--- src/rtl/ecc_scrub_ctrl.sv ---
// ecc_scrub_ctrl: port-B sequencer sharing soft_ecc_ram_16bit between a user requester and a background scrubber.
// Latency: user ops issue in the usr_ack cycle; usr_rvalid follows RD_LATENCY cycles later; scrub writeback 1 cycle after response.
// Backpressure: usr_ack withheld while a scrub is in flight; ECC_SCRUB_STATS_EN adds error counters and lets user writes through.
module ecc_scrub_ctrl #(
    parameter int ADDR_WIDTH     = 9,
    parameter int DATA_BITS      = 16,
    parameter int RD_LATENCY     = 4,
    parameter int SCRUB_INTERVAL = 64
) (
    input  logic                  clk,
    input  logic                  rst_n,
    input  logic                  usr_req,
    input  logic                  usr_we,
    input  logic [ADDR_WIDTH-1:0] usr_addr,
    input  logic [DATA_BITS-1:0]  usr_wdata,
    output logic                  usr_ack,
    output logic                  usr_rvalid,
    output logic [DATA_BITS-1:0]  usr_rdata,
    output logic [2:0]            usr_rerr,
    output logic [ADDR_WIDTH-1:0] ram_address_b,
    output logic [DATA_BITS-1:0]  ram_data_b,
    output logic                  ram_wren_b,
    input  logic [DATA_BITS-1:0]  ram_q_b,
    input  logic [2:0]            ram_err_b,
    output logic [ADDR_WIDTH-1:0] scrub_addr,
    output logic                  uncorr_flag,
    output logic [ADDR_WIDTH-1:0] uncorr_addr,
`ifdef ECC_SCRUB_STATS_EN
    output logic [15:0]           corr_count,
    output logic [15:0]           uncorr_count,
`endif
    input  logic                  clr_flag
);

    localparam int CNT_W = (SCRUB_INTERVAL > 1) ? $clog2(SCRUB_INTERVAL + 1) : 1;
    localparam logic [CNT_W-1:0] CNT_RELOAD = CNT_W'(SCRUB_INTERVAL);

    typedef enum logic [1:0] {IDLE, SCRUB_WAIT, WB} state_t;

    typedef struct packed {
        logic                  vld;
        logic                  scrub;
        logic [ADDR_WIDTH-1:0] addr;
    } tag_t;

    state_t                state_q, state_d;
    logic [CNT_W-1:0]      cnt_q, cnt_d;
    logic [ADDR_WIDTH-1:0] scrub_addr_q, scrub_addr_d;
    logic [ADDR_WIDTH-1:0] wb_addr_q, wb_addr_d;
    logic [DATA_BITS-1:0]  wb_data_q, wb_data_d;
    logic                  cancel_q, cancel_d;
    logic                  uflag_q, uflag_d;
    logic [ADDR_WIDTH-1:0] uaddr_q, uaddr_d;
    tag_t                  pipe_q [RD_LATENCY];
    tag_t                  issue_tag;
    tag_t                  resp;
    logic                  resp_corr, resp_uncorr;

    // The tag leaving the pipe lines up with ram_q_b/ram_err_b for that read.
    assign resp        = pipe_q[RD_LATENCY-1];
    assign resp_uncorr = resp.vld & ram_err_b[1];
    assign resp_corr   = resp.vld & (ram_err_b[0] | ram_err_b[2]) & ~ram_err_b[1];

    assign usr_rvalid  = resp.vld & ~resp.scrub;
    assign usr_rdata   = usr_rvalid ? ram_q_b : '0;
    assign usr_rerr    = usr_rvalid ? ram_err_b : 3'b000;
    assign scrub_addr  = scrub_addr_q;
    assign uncorr_flag = uflag_q;
    assign uncorr_addr = uaddr_q;

    always_comb begin
        state_d       = state_q;
        cnt_d         = cnt_q;
        scrub_addr_d  = scrub_addr_q;
        wb_addr_d     = wb_addr_q;
        wb_data_d     = wb_data_q;
        cancel_d      = cancel_q;
        issue_tag     = '0;
        usr_ack       = 1'b0;
        ram_address_b = '0;
        ram_data_b    = '0;
        ram_wren_b    = 1'b0;
        unique case (state_q)
            IDLE: begin
                // rst_n gating keeps the RAM port quiet while reset is held.
                if (usr_req && rst_n) begin
                    usr_ack         = 1'b1;
                    ram_address_b   = usr_addr;
                    ram_wren_b      = usr_we;
                    ram_data_b      = usr_we ? usr_wdata : '0;
                    issue_tag.vld   = ~usr_we;
                    issue_tag.scrub = 1'b0;
                    issue_tag.addr  = usr_addr;
                end else if (cnt_q == '0 && rst_n) begin
                    ram_address_b   = scrub_addr_q;
                    issue_tag.vld   = 1'b1;
                    issue_tag.scrub = 1'b1;
                    issue_tag.addr  = scrub_addr_q;
                    cnt_d           = CNT_RELOAD;
                    cancel_d        = 1'b0;
                    state_d         = SCRUB_WAIT;
                end else if (cnt_q != '0) begin
                    cnt_d = cnt_q - 1'b1;
                end
            end
            SCRUB_WAIT: begin
`ifdef ECC_SCRUB_STATS_EN
                if (usr_req && usr_we) begin
                    usr_ack       = 1'b1;
                    ram_address_b = usr_addr;
                    ram_wren_b    = 1'b1;
                    ram_data_b    = usr_wdata;
                    if (usr_addr == scrub_addr_q) cancel_d = 1'b1;
                end
`endif
                if (resp.vld && resp.scrub) begin
                    scrub_addr_d = scrub_addr_q + 1'b1;
                    wb_addr_d    = resp.addr;
                    wb_data_d    = ram_q_b;
                    state_d      = resp_corr ? WB : IDLE;
                end
            end
            WB: begin
                // A newer user write to the same word must not be overwritten with stale data.
                if (!cancel_q) begin
                    ram_wren_b    = 1'b1;
                    ram_address_b = wb_addr_q;
                    ram_data_b    = wb_data_q;
                end
                cancel_d = 1'b0;
                state_d  = IDLE;
            end
            default: state_d = IDLE;
        endcase
    end

    always_comb begin
        uflag_d = uflag_q;
        uaddr_d = uaddr_q;
        if (clr_flag) begin
            uflag_d = 1'b0;
            uaddr_d = '0;
        end
        if (resp_uncorr && (!uflag_q || clr_flag)) begin
            uflag_d = 1'b1;
            uaddr_d = resp.addr;
        end
    end

    always_ff @(posedge clk or negedge rst_n) begin
        if (!rst_n) begin
            state_q      <= IDLE;
            cnt_q        <= CNT_RELOAD;
            scrub_addr_q <= '0;
            wb_addr_q    <= '0;
            wb_data_q    <= '0;
            cancel_q     <= 1'b0;
            uflag_q      <= 1'b0;
            uaddr_q      <= '0;
            for (int i = 0; i < RD_LATENCY; i++) pipe_q[i] <= '0;
        end else begin
            state_q      <= state_d;
            cnt_q        <= cnt_d;
            scrub_addr_q <= scrub_addr_d;
            wb_addr_q    <= wb_addr_d;
            wb_data_q    <= wb_data_d;
            cancel_q     <= cancel_d;
            uflag_q      <= uflag_d;
            uaddr_q      <= uaddr_d;
            pipe_q[0]    <= issue_tag;
            for (int i = 1; i < RD_LATENCY; i++) pipe_q[i] <= pipe_q[i-1];
        end
    end

`ifdef ECC_SCRUB_STATS_EN
    logic [15:0] corr_cnt_q, uncorr_cnt_q;

    always_ff @(posedge clk or negedge rst_n) begin
        if (!rst_n) begin
            corr_cnt_q   <= '0;
            uncorr_cnt_q <= '0;
        end else if (clr_flag) begin
            corr_cnt_q   <= '0;
            uncorr_cnt_q <= '0;
        end else begin
            if (resp_corr && corr_cnt_q != 16'hFFFF) corr_cnt_q <= corr_cnt_q + 1'b1;
            if (resp_uncorr && uncorr_cnt_q != 16'hFFFF) uncorr_cnt_q <= uncorr_cnt_q + 1'b1;
        end
    end

    assign corr_count   = corr_cnt_q;
    assign uncorr_count = uncorr_cnt_q;
`endif

endmodule

--- config.mk ---
export PLATFORM = sky130hd
export DESIGN_NAME = ecc_scrub_ctrl
export DESIGN_NICKNAME = d
export VERILOG_FILES = /design/src/rtl/ecc_scrub_ctrl.sv
export SDC_FILE = /design/constraint.sdc
export NUM_CORES = 1
export LEC_CHECK = 0
export BUFFER_PORTS_ARGS = -buffer_cell sky130_fd_sc_hd__buf_2
export CAP_MARGIN = 25
export CORE_MARGIN = 2
export CORE_UTILIZATION = 51
export CTS_CLUSTER_DIAMETER = 30
export DETAILED_ROUTE_END_ITERATION = 8
export GPL_ROUTABILITY_DRIVEN = 0
export GPL_TIMING_DRIVEN = 0
export PLACE_DENSITY_LB_ADDON = 0.08
export SYNTH_ARGS = -nofsm -noshare
export SYNTH_HDL_FRONTEND = slang
export SYNTH_SLANG_ARGS = --single-unit
--- constraint.sdc ---
create_clock -name clk -period 2.3 [get_ports clk]
set_clock_uncertainty 0.1 [all_clocks]
set_input_delay 0.46 -clock clk [delete_from_list [all_inputs] [get_ports clk]]
set_output_delay 0.46 -clock clk [all_outputs]
set_load 0.05 [all_outputs]
==> results.md <==
* Outcome: complete, but fails checks
* Violated checks: negative setup slack
* Crit Path Max Fanout at 4
* Ys Warns at 0
* Final Util at 0.726
* Avg WL per Cell at 16.9 µm
* Critical setup path kind: flip-flop to output port
* Setup-failing EPs final at 25
* Final instance area at 5530 µm²
* Final routed DRC violation total at 0
* Area growth from synthesis to layout at 39.8%
* Slew HR at 0.477
* CTS Root Cell: clkbuf_8
* CP max-delay cell: or4_4
* Vias per inst at 5.34
* Mapped Cells at 366
* Number of synthesized flops with an enable pin at 0
* Post-synth top area share at 0.608
* Slew of the pin with the lowest slew margin at 0.782 ns
* Nets@finish at 567
* TritonCTS clock tree: built
* Tcrit/Tclk final at 1.16
* Upper clock frequency limit at 0.375 GHz
* Largest net degree at the start of global routing at 34
* ANT nets after route at 0
* Synthesized area at 3950 µm²
* DP Wirelength at 6600 µm
* Register area share after synthesis at 0.614
* Die area at 8470 µm²
* Power per Cell Area at 777 nW/µm²
* Iteration-0 DRC Markers at between 200 and 250
* # rows at 32
* RSZ-0062 raised after global routing: true
* Share of flip-flops with an asynchronous set or reset at 1.00
* H-tree Lvls at 3
* Post-synthesis cell type count at 45
* First-pass DRT Iterations at 6
* Synth cell count leaders: nand2_1 (103), dfrtp_1 (96), a22o_1 (25)
* WP data arrival at 2.11 ns
* Power Total at 0.00430 W
* Congestion Overflow GR at 0
* First-pass GRT wire length at approximately 17,000 µm
* Placed inst area at 4700 µm²
* Worst hold slack at 0.0535 ns
* Ant. Diodes at 0
* Lkg Pwr at 2.96 nW
* Min Tclk post-route at 2.67 ns
* Number of global-route vias before repair at approximately 3,300
* Final Max Slew Viols at 0
* Crit end category: output port
* CTS clk-pin slew, worst paths at 0.09 ns
* Die boundary height at 92.0 µm
* Most common cell in the netlist: nand2_1
* Setup ws final at -0.366 ns
* Total number of vias at 3,319
* Final Hold Vio Count at 0
* Startpoint Class: flip-flop
* Syn nets at 418
* Syn_area_per_cell at 10.8 µm²
* Ranking of synthesized cells by area: dfrtp_1 (61%), nand2_1 (9.8%), a22o_1 (5.5%)
* HP Class: primary input to asynchronous set/reset pin
* Post-Route WL at 10,500 µm
* Starting density of the core at 0.520
* Critical Path, Cell by Cell: or4_4, nor3_4, buf_4, a222oi_1, inv_2, buf_8
* Area leader, netlist: dfrtp_1
* VDD IR max at 0.523 mV
* I/O pin total at 115
* Antenna violations before repair at 0
* Die W at 92.0 µm
* CP required at 1.74 ns
* DP Worst Slack at -1.25 ns
* CP peak stage delay at about 0.57 ns
* Sink Count at 97
* Share of cells above drive strength 1 at 0.383
* GRT Total Usage at 0.255
* Clock buffer depth at 2
* Area of the core at 7610 µm²
* FF+latch count, synth at 97
* MaxCap Viol Count at 0
* CTS Buf Count at 9
* Top FF cell, synth: dfrtp_1
* Skew-Pair Late Insertion Delay at 0.36 ns
* Number of port buffers at 114
==> critical path, delay by kind of cell (launching register included) <==
family | cells | cell delay (ns)
buf+inv | 3 | 0.42
flops | 1 | 0.39
compound gates | 1 | 0.10
simple gates | 2 | 0.86
==> metrics by stage <==
step / setup TNS [ns] / std cells
after floorplan: -0.403 / 366
after global placement: -106.17 / 582
after detailed placement: -34.66 / 583
after CTS: -7.10 / 619
after global routing: -9.88 / 622
final: -7.66 / 622
==> timing repair <==
item                                    CTS  global route
hold endpoints to repair                 46             0
buffers inserted                         15             3
gates cloned                              3             1
hold buffers                              3             0
endpoints found under the setup margin   58            26
resized for setup                        80            22
pin swaps                                 6             5
==> path summary, 6_finish.rpt <==
kind                              start          endpoint  slack (ns)  depth (start not counted)
min                               rst_n      wb_data_q[1]        0.05                          2
min reg2reg                  pipe_q[22]        pipe_q[11]        0.25                          0
min in group clk           ram_err_b[1]        state_q[1]        0.17                          2
max in group asynchronous         rst_n        pipe_q[34]        0.87                          2
max                            cnt_q[3]  ram_address_b[7]       -0.37                          6
max reg2reg                  state_q[0]          cnt_q[5]        0.23                          5
==> cells in the final DEF (no fill, tap or decap), types with 9 or more instances in the layout <==
master / n
a222oi_1: 9
a22o_1: 15
and2_1: 18
buf_2: 88
buf_4: 18
buf_6: 18
buf_8: 13
clkbuf_8: 10
dfrtp_1: 94
inv_2: 9
nand2_1: 103
nor2_1: 10
o211ai_1: 9
==> power breakdown <==
| group | total, W | internal [W] | leakage [nW] | switching, W |
|---|---|---|---|---|
| clock | 0.00115 | 0.000544 | 0.0999 | 0.000605 |
| combinational | 0.00119 | 0.000517 | 1.62 | 0.000674 |
| sequential | 0.00195 | 0.00186 | 1.24 | 0.0000905 |
==> area by class of cell <==
class / count / area [µm²]
Sequential cell: 97 / 2430
Clock buffer: 10 / 138
Buffer: 17 / 98.8
Fill cell: 557 / 2080
Clock inverter: 6 / 71.3
Timing Repair Buffer: 140 / 1110
Multi-Input combinational cell: 233 / 1480
Tap cell: 102 / 128
Inverter: 17 / 63.8
==> flip-flops by register name, indices dropped and copies added, names as in the netlist <==
register / cells
uncorr_flag: 1
wb_addr_q: 9
state_q: 2
wb_data_q: 16
scrub_addr: 9
pipe_q: 44
cnt_q: 7
uncorr_addr: 9
==> metal layers <==
| metal | part of all wire | GRT usage | vias up |
|---|---|---|---|
| li1 | - | - | 1552 |
| met1 | 0.41 | 0.330 | 1635 |
| met2 | 0.52 | 0.435 | 112 |
| met3 | 0.050 | 0.0394 | 20 |
| met4 | 0.018 | 0.0958 | 0 |
| met5 | 0 | 0 | - |
==> cells by family after synthesis <==
family | share of synthesized area
xor gates and xnor gates | 0.0199
muxes | 0.00538
DFF | 0.614
AOI/OAI and AO/OA | 0.131
and+or+nand+nor | 0.181
adders and majority gates | 0.00950
buffers and inverters | 0.0383
Power figures use the tool's default switching activity.
